### src/rtl/cmsdk_mcu_mtx_pkg.sv
// Shared AHB encodings and burst helpers for the CMSDK MCU bus-matrix output stages.
package cmsdk_mcu_mtx_pkg;

  localparam int BEATS_W = 5;

  typedef enum logic [1:0] {
    HTRANS_IDLE   = 2'b00,
    HTRANS_BUSY   = 2'b01,
    HTRANS_NONSEQ = 2'b10,
    HTRANS_SEQ    = 2'b11
  } htrans_t;

  typedef enum logic [2:0] {
    HBURST_SINGLE = 3'b000,
    HBURST_INCR   = 3'b001,
    HBURST_WRAP4  = 3'b010,
    HBURST_INCR4  = 3'b011,
    HBURST_WRAP8  = 3'b100,
    HBURST_INCR8  = 3'b101,
    HBURST_WRAP16 = 3'b110,
    HBURST_INCR16 = 3'b111
  } hburst_t;

  // Beats remaining after the first beat; 0 for bursts of undefined length.
  function automatic logic [BEATS_W-1:0] burst_beats(input logic [2:0] hburst);
    logic [BEATS_W-1:0] beats;
    case (hburst)
      HBURST_WRAP4,  HBURST_INCR4:  beats = 5'd3;
      HBURST_WRAP8,  HBURST_INCR8:  beats = 5'd7;
      HBURST_WRAP16, HBURST_INCR16: beats = 5'd15;
      default:                      beats = 5'd0;
    endcase
    return beats;
  endfunction

endpackage

### src/rtl/cmsdk_mcu_mtx_rr_pick.sv
// Combinational rotate-priority picker: first set request at or after start_idx, wrapping.
module cmsdk_mcu_mtx_rr_pick #(
  parameter int NUM_PORTS = 4,
  parameter int PORT_W    = $clog2(NUM_PORTS)
) (
  input  logic [NUM_PORTS-1:0] req,
  input  logic [PORT_W-1:0]    start_idx,
  output logic                 found,
  output logic [PORT_W-1:0]    idx
);

  logic [PORT_W:0]   sum_s;
  logic [PORT_W-1:0] cand_s;
  logic              hit_s;

  // Walk candidates in rotated order; the first hit wins and later hits are ignored.
  always_comb begin
    found  = 1'b0;
    idx    = {PORT_W{1'b0}};
    sum_s  = {(PORT_W+1){1'b0}};
    cand_s = {PORT_W{1'b0}};
    hit_s  = 1'b0;
    for (int i = 0; i < NUM_PORTS; i++) begin
      sum_s  = {1'b0, start_idx} + (PORT_W+1)'(i);
      cand_s = (sum_s >= (PORT_W+1)'(NUM_PORTS)) ?
               PORT_W'(sum_s - (PORT_W+1)'(NUM_PORTS)) : sum_s[PORT_W-1:0];
      hit_s  = ~found & req[cand_s];
      idx    = hit_s ? cand_s : idx;
      found  = found | hit_s;
    end
  end

endmodule

### src/rtl/cmsdk_mcu_mtx_rr_arb.sv
// Round-robin output-stage arbiter; holds the grant across fixed-length bursts and locks.
module cmsdk_mcu_mtx_rr_arb #(
  parameter int NUM_PORTS = 4,
  parameter int PORT_W    = $clog2(NUM_PORTS)
) (
  input  logic                 HCLK,
  input  logic                 HRESETn,
  input  logic [NUM_PORTS-1:0] req_port,
  input  logic                 HREADYM,
  input  logic                 HSELM,
  input  logic [1:0]           HTRANSM,
  input  logic [2:0]           HBURSTM,
  input  logic                 HMASTLOCKM,
  output logic [PORT_W-1:0]    addr_in_port,
  output logic                 no_port
);

  import cmsdk_mcu_mtx_pkg::*;

  logic [PORT_W-1:0]  last_grant_r;
  logic [BEATS_W-1:0] beats_left_r;
  logic [BEATS_W-1:0] beats_nxt_s;
  logic [PORT_W-1:0]  start_idx_s;
  logic               burst_start_s;
  logic               hold_s;
  logic               pick_found_s;
  logic [PORT_W-1:0]  pick_idx_s;

  // Hold decision, burst beat counter next-state and round-robin start point.
  always_comb begin
    burst_start_s = HSELM & (HTRANSM == HTRANS_NONSEQ) & (burst_beats(HBURSTM) != 5'd0);
    hold_s        = ~no_port & (HMASTLOCKM | (beats_left_r != 5'd0) | burst_start_s);
    if (burst_start_s) begin
      beats_nxt_s = burst_beats(HBURSTM);
    end else if (HSELM & (HTRANSM == HTRANS_SEQ) & (beats_left_r != 5'd0)) begin
      beats_nxt_s = beats_left_r - 5'd1;
    end else if ((HTRANSM == HTRANS_IDLE) | (HTRANSM == HTRANS_NONSEQ)) begin
      beats_nxt_s = 5'd0;
    end else begin
      beats_nxt_s = beats_left_r;
    end
    if (last_grant_r == PORT_W'(NUM_PORTS - 1)) begin
      start_idx_s = {PORT_W{1'b0}};
    end else begin
      start_idx_s = last_grant_r + PORT_W'(1);
    end
  end

  cmsdk_mcu_mtx_rr_pick #(
    .NUM_PORTS (NUM_PORTS),
    .PORT_W    (PORT_W)
  ) u_pick (
    .req       (req_port),
    .start_idx (start_idx_s),
    .found     (pick_found_s),
    .idx       (pick_idx_s)
  );

  // Arbitration state; frozen while the output stage is in a wait state.
  always_ff @(posedge HCLK or negedge HRESETn) begin
    if (!HRESETn) begin
      addr_in_port <= {PORT_W{1'b0}};
      no_port      <= 1'b1;
      last_grant_r <= PORT_W'(NUM_PORTS - 1);
      beats_left_r <= 5'd0;
    end else if (HREADYM) begin
      beats_left_r <= beats_nxt_s;
      if (!hold_s) begin
        if (pick_found_s) begin
          addr_in_port <= pick_idx_s;
          no_port      <= 1'b0;
          last_grant_r <= pick_idx_s;
        end else begin
          no_port      <= 1'b1;
        end
      end
    end
  end

endmodule

### config.mk
export PLATFORM = sky130hd
export DESIGN_NAME = cmsdk_mcu_mtx_rr_arb
export DESIGN_NICKNAME = d
export VERILOG_FILES = /design/src/rtl/cmsdk_mcu_mtx_pkg.sv /design/src/rtl/cmsdk_mcu_mtx_rr_pick.sv /design/src/rtl/cmsdk_mcu_mtx_rr_arb.sv
export SDC_FILE = /design/constraint.sdc
export NUM_CORES = 1
export LEC_CHECK = 0
export CAP_MARGIN = 20
export CORE_AREA = 2 2 44 46
export CTS_CLUSTER_DIAMETER = 50
export DETAILED_ROUTE_END_ITERATION = 7
export DIE_AREA = 0 0 46 48
export PLACE_DENSITY = 0.7
export SYNTH_ARGS = -nofsm -noshare
export SYNTH_HDL_FRONTEND = slang
export SYNTH_SLANG_ARGS = --single-unit
### constraint.sdc
create_clock -name HCLK -period 2.2 [get_ports HCLK]
set_input_delay 0.22 -clock HCLK [delete_from_list [all_inputs] [get_ports HCLK]]
set_output_delay 0.22 -clock HCLK [all_outputs]
set_load 0.02 [all_outputs]
# ---- Yosys cells after proc, flatten, opt, wreduce, memory -nomap -nowiden
# Index checks and enable logic that the tools add are counted.
dict set report word_totals {
  register_bits 10
  input_bits 14
  out_inout_bits 3
  word_cells 81
}
dict set report classes {
  addsub 9
  magnitude_cmp 8
  n_eq_ne 9
  n_mux 22
  bitwise_logic 19
  n_reduce_logical 10
}
# cell n
set ops {}
lappend ops {{$mux 2} 9}
lappend ops {{$mux 5} 3}
lappend ops {{$eq 3x3->1 const B} 4}
lappend ops {{$lt 2x3->1 const B} 4}
lappend ops {{$pmux 4 s3} 1}
lappend ops {{$reduce_bool 5->1} 2}
lappend ops {{$ge 3x3->1 const B} 3}
lappend ops {{$and 1x1->1} 8}
lappend ops {{$bmux 1 s2} 4}
lappend ops {{$sub 2x1->2 const B} 4}
lappend ops {{$add 2x2->3 const B} 2}
lappend ops {{$eq 2x2->1 const B} 3}
lappend ops {{$eq 3x2->1 const B} 2}
lappend ops {{$or 1x1->1} 6}
lappend ops {{$reduce_or 2->1} 3}
lappend ops {{$mux 1} 5}
lappend ops {{$not 1->1} 5}
lappend ops {{$sub 5x1->5 const B} 1}
lappend ops {{$reduce_and 2->1} 2}
lappend ops {{$add 2x1->3 const B} 1}
lappend ops {{$ge 2x3->1 const B} 1}
lappend ops {{$reduce_and 3->1} 1}
lappend ops {{$reduce_bool 3->1} 1}
lappend ops {{$add 2x1->2 const B} 1}
lappend ops {{$logic_not 2->1} 1}

# ---- Longest topological paths before layout
dict set report logic_depth {
  ltp_word 16
  ltp_mapped 7
  mapped_depth_nobuf 7
}

# ---- Cells and area by module
# A second synthesis with hierarchy kept.
dict set report hier_totals {
  cells_unflattened 69
  hier_area_um2 681.9
}
# module n_inst cells_each area_each_um2 seq_area_each_um2
set modules_own_cells {}
lappend modules_own_cells {cmsdk_mcu_mtx_rr_arb 1 54 604.3 254.0}
lappend modules_own_cells {cmsdk_mcu_mtx_rr_pick 1 15 77.6 0.0}

# ---- Worst setup path after synthesis
# OpenSTA, ideal clock, no wires.
dict set report synth_path {
  path_type {register to register}
  start {reg last_grant_r[0]}
  end {reg addr_in_port[1]}
  t_arrival_ns 1.573
  t_required_ns 2.082
  slack_ns 0.509
  stages_incl_launch_ff 6
  path_buffers 0
  period_less_slack_ns 1.691
  cell_sequence {dfstp_2 -> ha_1 -> o31ai_1 -> o311a_1 -> a2111oi_4 -> a21o_1}
}
dict set report synth_between {
  elab_chain_cells 16
  word_cells_on_any_way 40
}
# element line_no
set synth_rtl {}
lappend synth_rtl {{from (decl)} cmsdk_mcu_mtx_rr_arb.sv:20} ;# logic [PORT_W-1:0] last_grant_r;
lappend synth_rtl {{from (signal assigned)} cmsdk_mcu_mtx_rr_arb.sv:64} ;# last_grant_r <= PORT_W'(NUM_PORTS - 1);
lappend synth_rtl {{from (signal assigned)} cmsdk_mcu_mtx_rr_arb.sv:72} ;# last_grant_r <= pick_idx_s;
lappend synth_rtl {{$add 2x1->2 / $eq 2x2->1 (equally long branches)} {cmsdk_mcu_mtx_rr_arb.sv:45, cmsdk_mcu_mtx_rr_arb.sv:42}}
lappend synth_rtl {{$mux 2 *} cmsdk_mcu_mtx_rr_arb.sv:42} ;# if (last_grant_r == PORT_W'(NUM_PORTS - 1)) begin
lappend synth_rtl {{$add 2x1->3 (tied with other cells)} cmsdk_mcu_mtx_rr_pick.sv:24} ;# sum_s = {1'b0, start_idx} + (PORT_W+1)'(i);
lappend synth_rtl {{$ge 3x3->1 (tied with other cells)} cmsdk_mcu_mtx_rr_pick.sv:25} ;# cand_s = (sum_s >= (PORT_W+1)'(NUM_PORTS)) ?
lappend synth_rtl {{$mux 2 / $bmux 1 s2 (equally long branches)} {cmsdk_mcu_mtx_rr_pick.sv:25, cmsdk_mcu_mtx_rr_pick.sv:27}}
lappend synth_rtl {{$bmux 1 s2 / $mux 1 (equally long branches)} cmsdk_mcu_mtx_rr_pick.sv:27} ;# hit_s = ~found & req[cand_s];
lappend synth_rtl {{$mux 1 (not written as such) / $not 1->1 (equally long branches)} cmsdk_mcu_mtx_rr_pick.sv:27}
lappend synth_rtl {{$and 1x1->1} cmsdk_mcu_mtx_rr_pick.sv:27}
lappend synth_rtl {{$or 1x1->1} cmsdk_mcu_mtx_rr_pick.sv:29} ;# found = found | hit_s;
lappend synth_rtl {{$not 1->1} cmsdk_mcu_mtx_rr_pick.sv:27}
lappend synth_rtl {{$and 1x1->1} cmsdk_mcu_mtx_rr_pick.sv:27}
lappend synth_rtl {{$or 1x1->1} cmsdk_mcu_mtx_rr_pick.sv:29}
lappend synth_rtl {{$not 1->1} cmsdk_mcu_mtx_rr_pick.sv:27}
lappend synth_rtl {{$and 1x1->1} cmsdk_mcu_mtx_rr_pick.sv:27}
lappend synth_rtl {{$or 1x1->1} cmsdk_mcu_mtx_rr_pick.sv:29}
lappend synth_rtl {{$reduce_and 3->1 (no line)} --}
lappend synth_rtl {{to (signal assigned)} cmsdk_mcu_mtx_rr_arb.sv:62} ;# addr_in_port <= {PORT_W{1'b0}};
lappend synth_rtl {{to (signal assigned)} cmsdk_mcu_mtx_rr_arb.sv:70} ;# addr_in_port <= pick_idx_s;
lappend synth_rtl {{to (decl)} cmsdk_mcu_mtx_rr_arb.sv:14} ;# output logic [PORT_W-1:0] addr_in_port,
# Every way passes the cells marked *; elsewhere a longest branch is shown, timed or not. The select of a mux whose other input is x is not followed.
# A chain may end at the register's enable or synchronous reset.

# ---- Final worst setup path
dict set report layout_path {
  start {reg last_grant_r[0]}
  end {reg addr_in_port[0]}
}
# Same word-level chain as after synthesis.

==> results.yml <==
worst_setup_path:
  r2r_start: "last_grant_r[0]$_DFFE_PN1P_"
  crit_chain: "ha_1 > nand2b_1 > o2111a_1 > nor3_1 > o31ai_1"
  critPathRequiredTime_ns: 2.33
  setup.worst_path.end_class: "flip-flop"
  critPathSlowestCell: "dfstp_2"
  critPathMaxFanout: 8
  r2r_slack_ns: 0.26
  critPathTopFamily: "flip-flops"
  critPathKind: "flip-flop to flip-flop"
  cp-startpoint: "last_grant_r[0]$_DFFE_PN1P_"
  cp.arrival_ns: 2.07
  cp_num_buf_inv: 0
  slowest_delay_ns: 0.60
  critical_path.startpoint_type: "flip-flop"
global_route:
  grt_max_degree: 11
  antenna_found_initial: 0
  overflow: 0
  grt_pass1_wl_um: 2500
  grt_pass1_vias: 597
  grtUsageTotal_pct: 15.6
pwr:
  peakVddDrop_uv: 476
  cellLeakagePower_nw: 0.403
  finalPower_w: 0.000850
  powerDensity_nw_per_um2: 897
yosys:
  synthFlopType: "dfrtp_1"
  synth_area_sq_um: 738
  async_flop_share_pct: 100
  yosysTopAreaCell: "dfrtp_1"
  synthCells: 83
  ys_ff_latch: 10
  ys_types: 29
  netlist_top_cells_area: "dfrtp_1 (24%), dfstp_2 (11%), nor2_1 (6.1%)"
  avgSynthCellArea_sq_um: 8.89
  synth_edf_count: 0
  synth_top_area_share_pct: 23.7
  synth-seq-area-share_pct: 34.4
  syn_nets: 100
  ys_warn_count: 0
detailed_routing:
  drt_iter0_drc: 18
  vias_per_cell: 5.96
  dr.pass1.iters: 4
  post-route-drc-count: 0
  postRouteAntennaNets: 0
  vias: 715
  wl_per_cell_um: 13.3
  wirelength_um: 1600
layout:
  drive_above_1_share_pct: 10.7
  antenna-diode-count: 0
  final_cell_mix: "clkdlybuf4s50_1 (15), nor2_1 (12), a21oi_1 (8)"
  final_common_cell: "clkdlybuf4s50_1"
  nNetsFinal: 121
  final_core_util_pct: 56.1
  synthToLayoutAreaGrowth_pct: 28.3
die:
  initial_utilization_pct: 43.7
  rows: 15
  ios: 17
  fp.dieH_um: 48
  dieArea_sq_um: 2210
  core-area_sq_um: 1690
  die_w_um: 46
min_path:
  hold_class: "input port to asynchronous set/reset pin"
timing:
  fmax_mhz: 514
  final.period_utilization_pct: 88.4
  setup_viol: 0
  setup_tns_ns: 0
  fin_crit_ns: 1.94
  maxSlewViolCount: 0
  finalHoldViolCount: 0
  slew_headroom_pct: 68.4
  worst_pin_slew_ns: 0.469
  rsz0062_at_grt: "no"
  fin_skew_ns: 0.00723
clock_network:
  htreeDepth: 1
  clockRootBuffer: "clkbuf_4"
  clk_latency_ns: 0.26
  ctsResizeCount: 0
  cts.sinks: 10
  hold_buffers: 0
  cts_tree: "yes"
  path_clk_slew_ns: 0.07
  ctsLongestPathBuffers: 2
  cts_inserted_buffers: 3
  cts_setup_buffers: 0
run:
  cap_violations: 0
placement:
  io_buffers: 15
  gp_congestion: 0.805
  dpl.hpwl_um: 1230
status:
  status: "finished clean"
[metal layers]
layer | wire, um | global-route usage, %
met1 | 812 | 24.0
met4 | 12 | 6.86
met5 | 0 | 0
met3 | 60 | 1.13
met2 | 711 | 21.9
[worst reg2reg max path, stage by stage, from the launching register on]
cell and delay [ns]:
dfstp_2 0.60, ha_1 0.33, nand2b_1 0.20, o2111a_1 0.24, nor3_1 0.31, o31ai_1 0.14
[cell usage after synthesis (2+ instances only)]
cell type and n:
a21o_1 2, a21oi_1 8, dfrtp_1 7, dfstp_2 3
ha_1 3, inv_1 7, mux2i_1 2, nand2_1 7
nor2_1 12, nor3_1 5, nor4bb_1 2, o21a_1 2
o22a_1 3, o22ai_1 3, o31ai_1 3
[cell families (layout without fill, tap and decap cells)]
group                      after synthesis  after routing  synth area share (%)
buffers and inverters                    8             28                  4.07
and+or+nand+nor                         31             31                  22.5
DFF                                     10             10                  34.4
adders and majority gates                3              3                  5.09
muxes                                    2              2                  2.71
AOI/OAI and AO/OA                       29             29                  31.2
[registers in the layout, indices dropped and copies added (netlist names)]
signal        flops
addr_in_port      2
last_grant_r      2
no_port           1
beats_left_r      5
[cell type report]
cell class                      instances  area [sq um]
Sequential cell                        10           254
Inverter                                7          26.3
Multi-Input combinational cell         65           454
Timing Repair Buffer                   17           165
Fill cell                             151           742
Clock buffer                            4          26.3
Tap cell                               17          21.3
[power breakdown]
part / internal, W / switching (W)
Clock: 0.0000699 / 0.0000609
Combinational: 0.000200 / 0.000215
Sequential: 0.000248 / 0.0000560
Total: 0.000518 / 0.000332
[metrics by stage]
stage,worst slack [ns],std cells,area [sq um],hold WS (ns)
6_report,0.255,120,947,0.259
2_1_floorplan,0.509,83,738,-0.0756
5_1_grt,0.197,120,947,0.292
3_3_place_gp,0.317,116,921,0.459
3_5_place_dp,0.304,116,921,0.473
4_1_cts,0.278,120,947,0.272
[worst paths after layout]
path	cells past startpoint	endpoint
worst min register to register	1	addr_in_port[1]$_DFFE_PN0P_
max in group asynchronous	1	last_grant_r[1]$_DFFE_PN1P_
worst max register to register	5	addr_in_port[0]$_DFFE_PN0P_
worst min-delay path	1	beats_left_r[3]$_DFFE_PN0P_
min in group HCLK	1	addr_in_port[1]$_DFFE_PN0P_
worst max-delay path	5	addr_in_port[0]$_DFFE_PN0P_
Power figures use the tool's default switching activity.
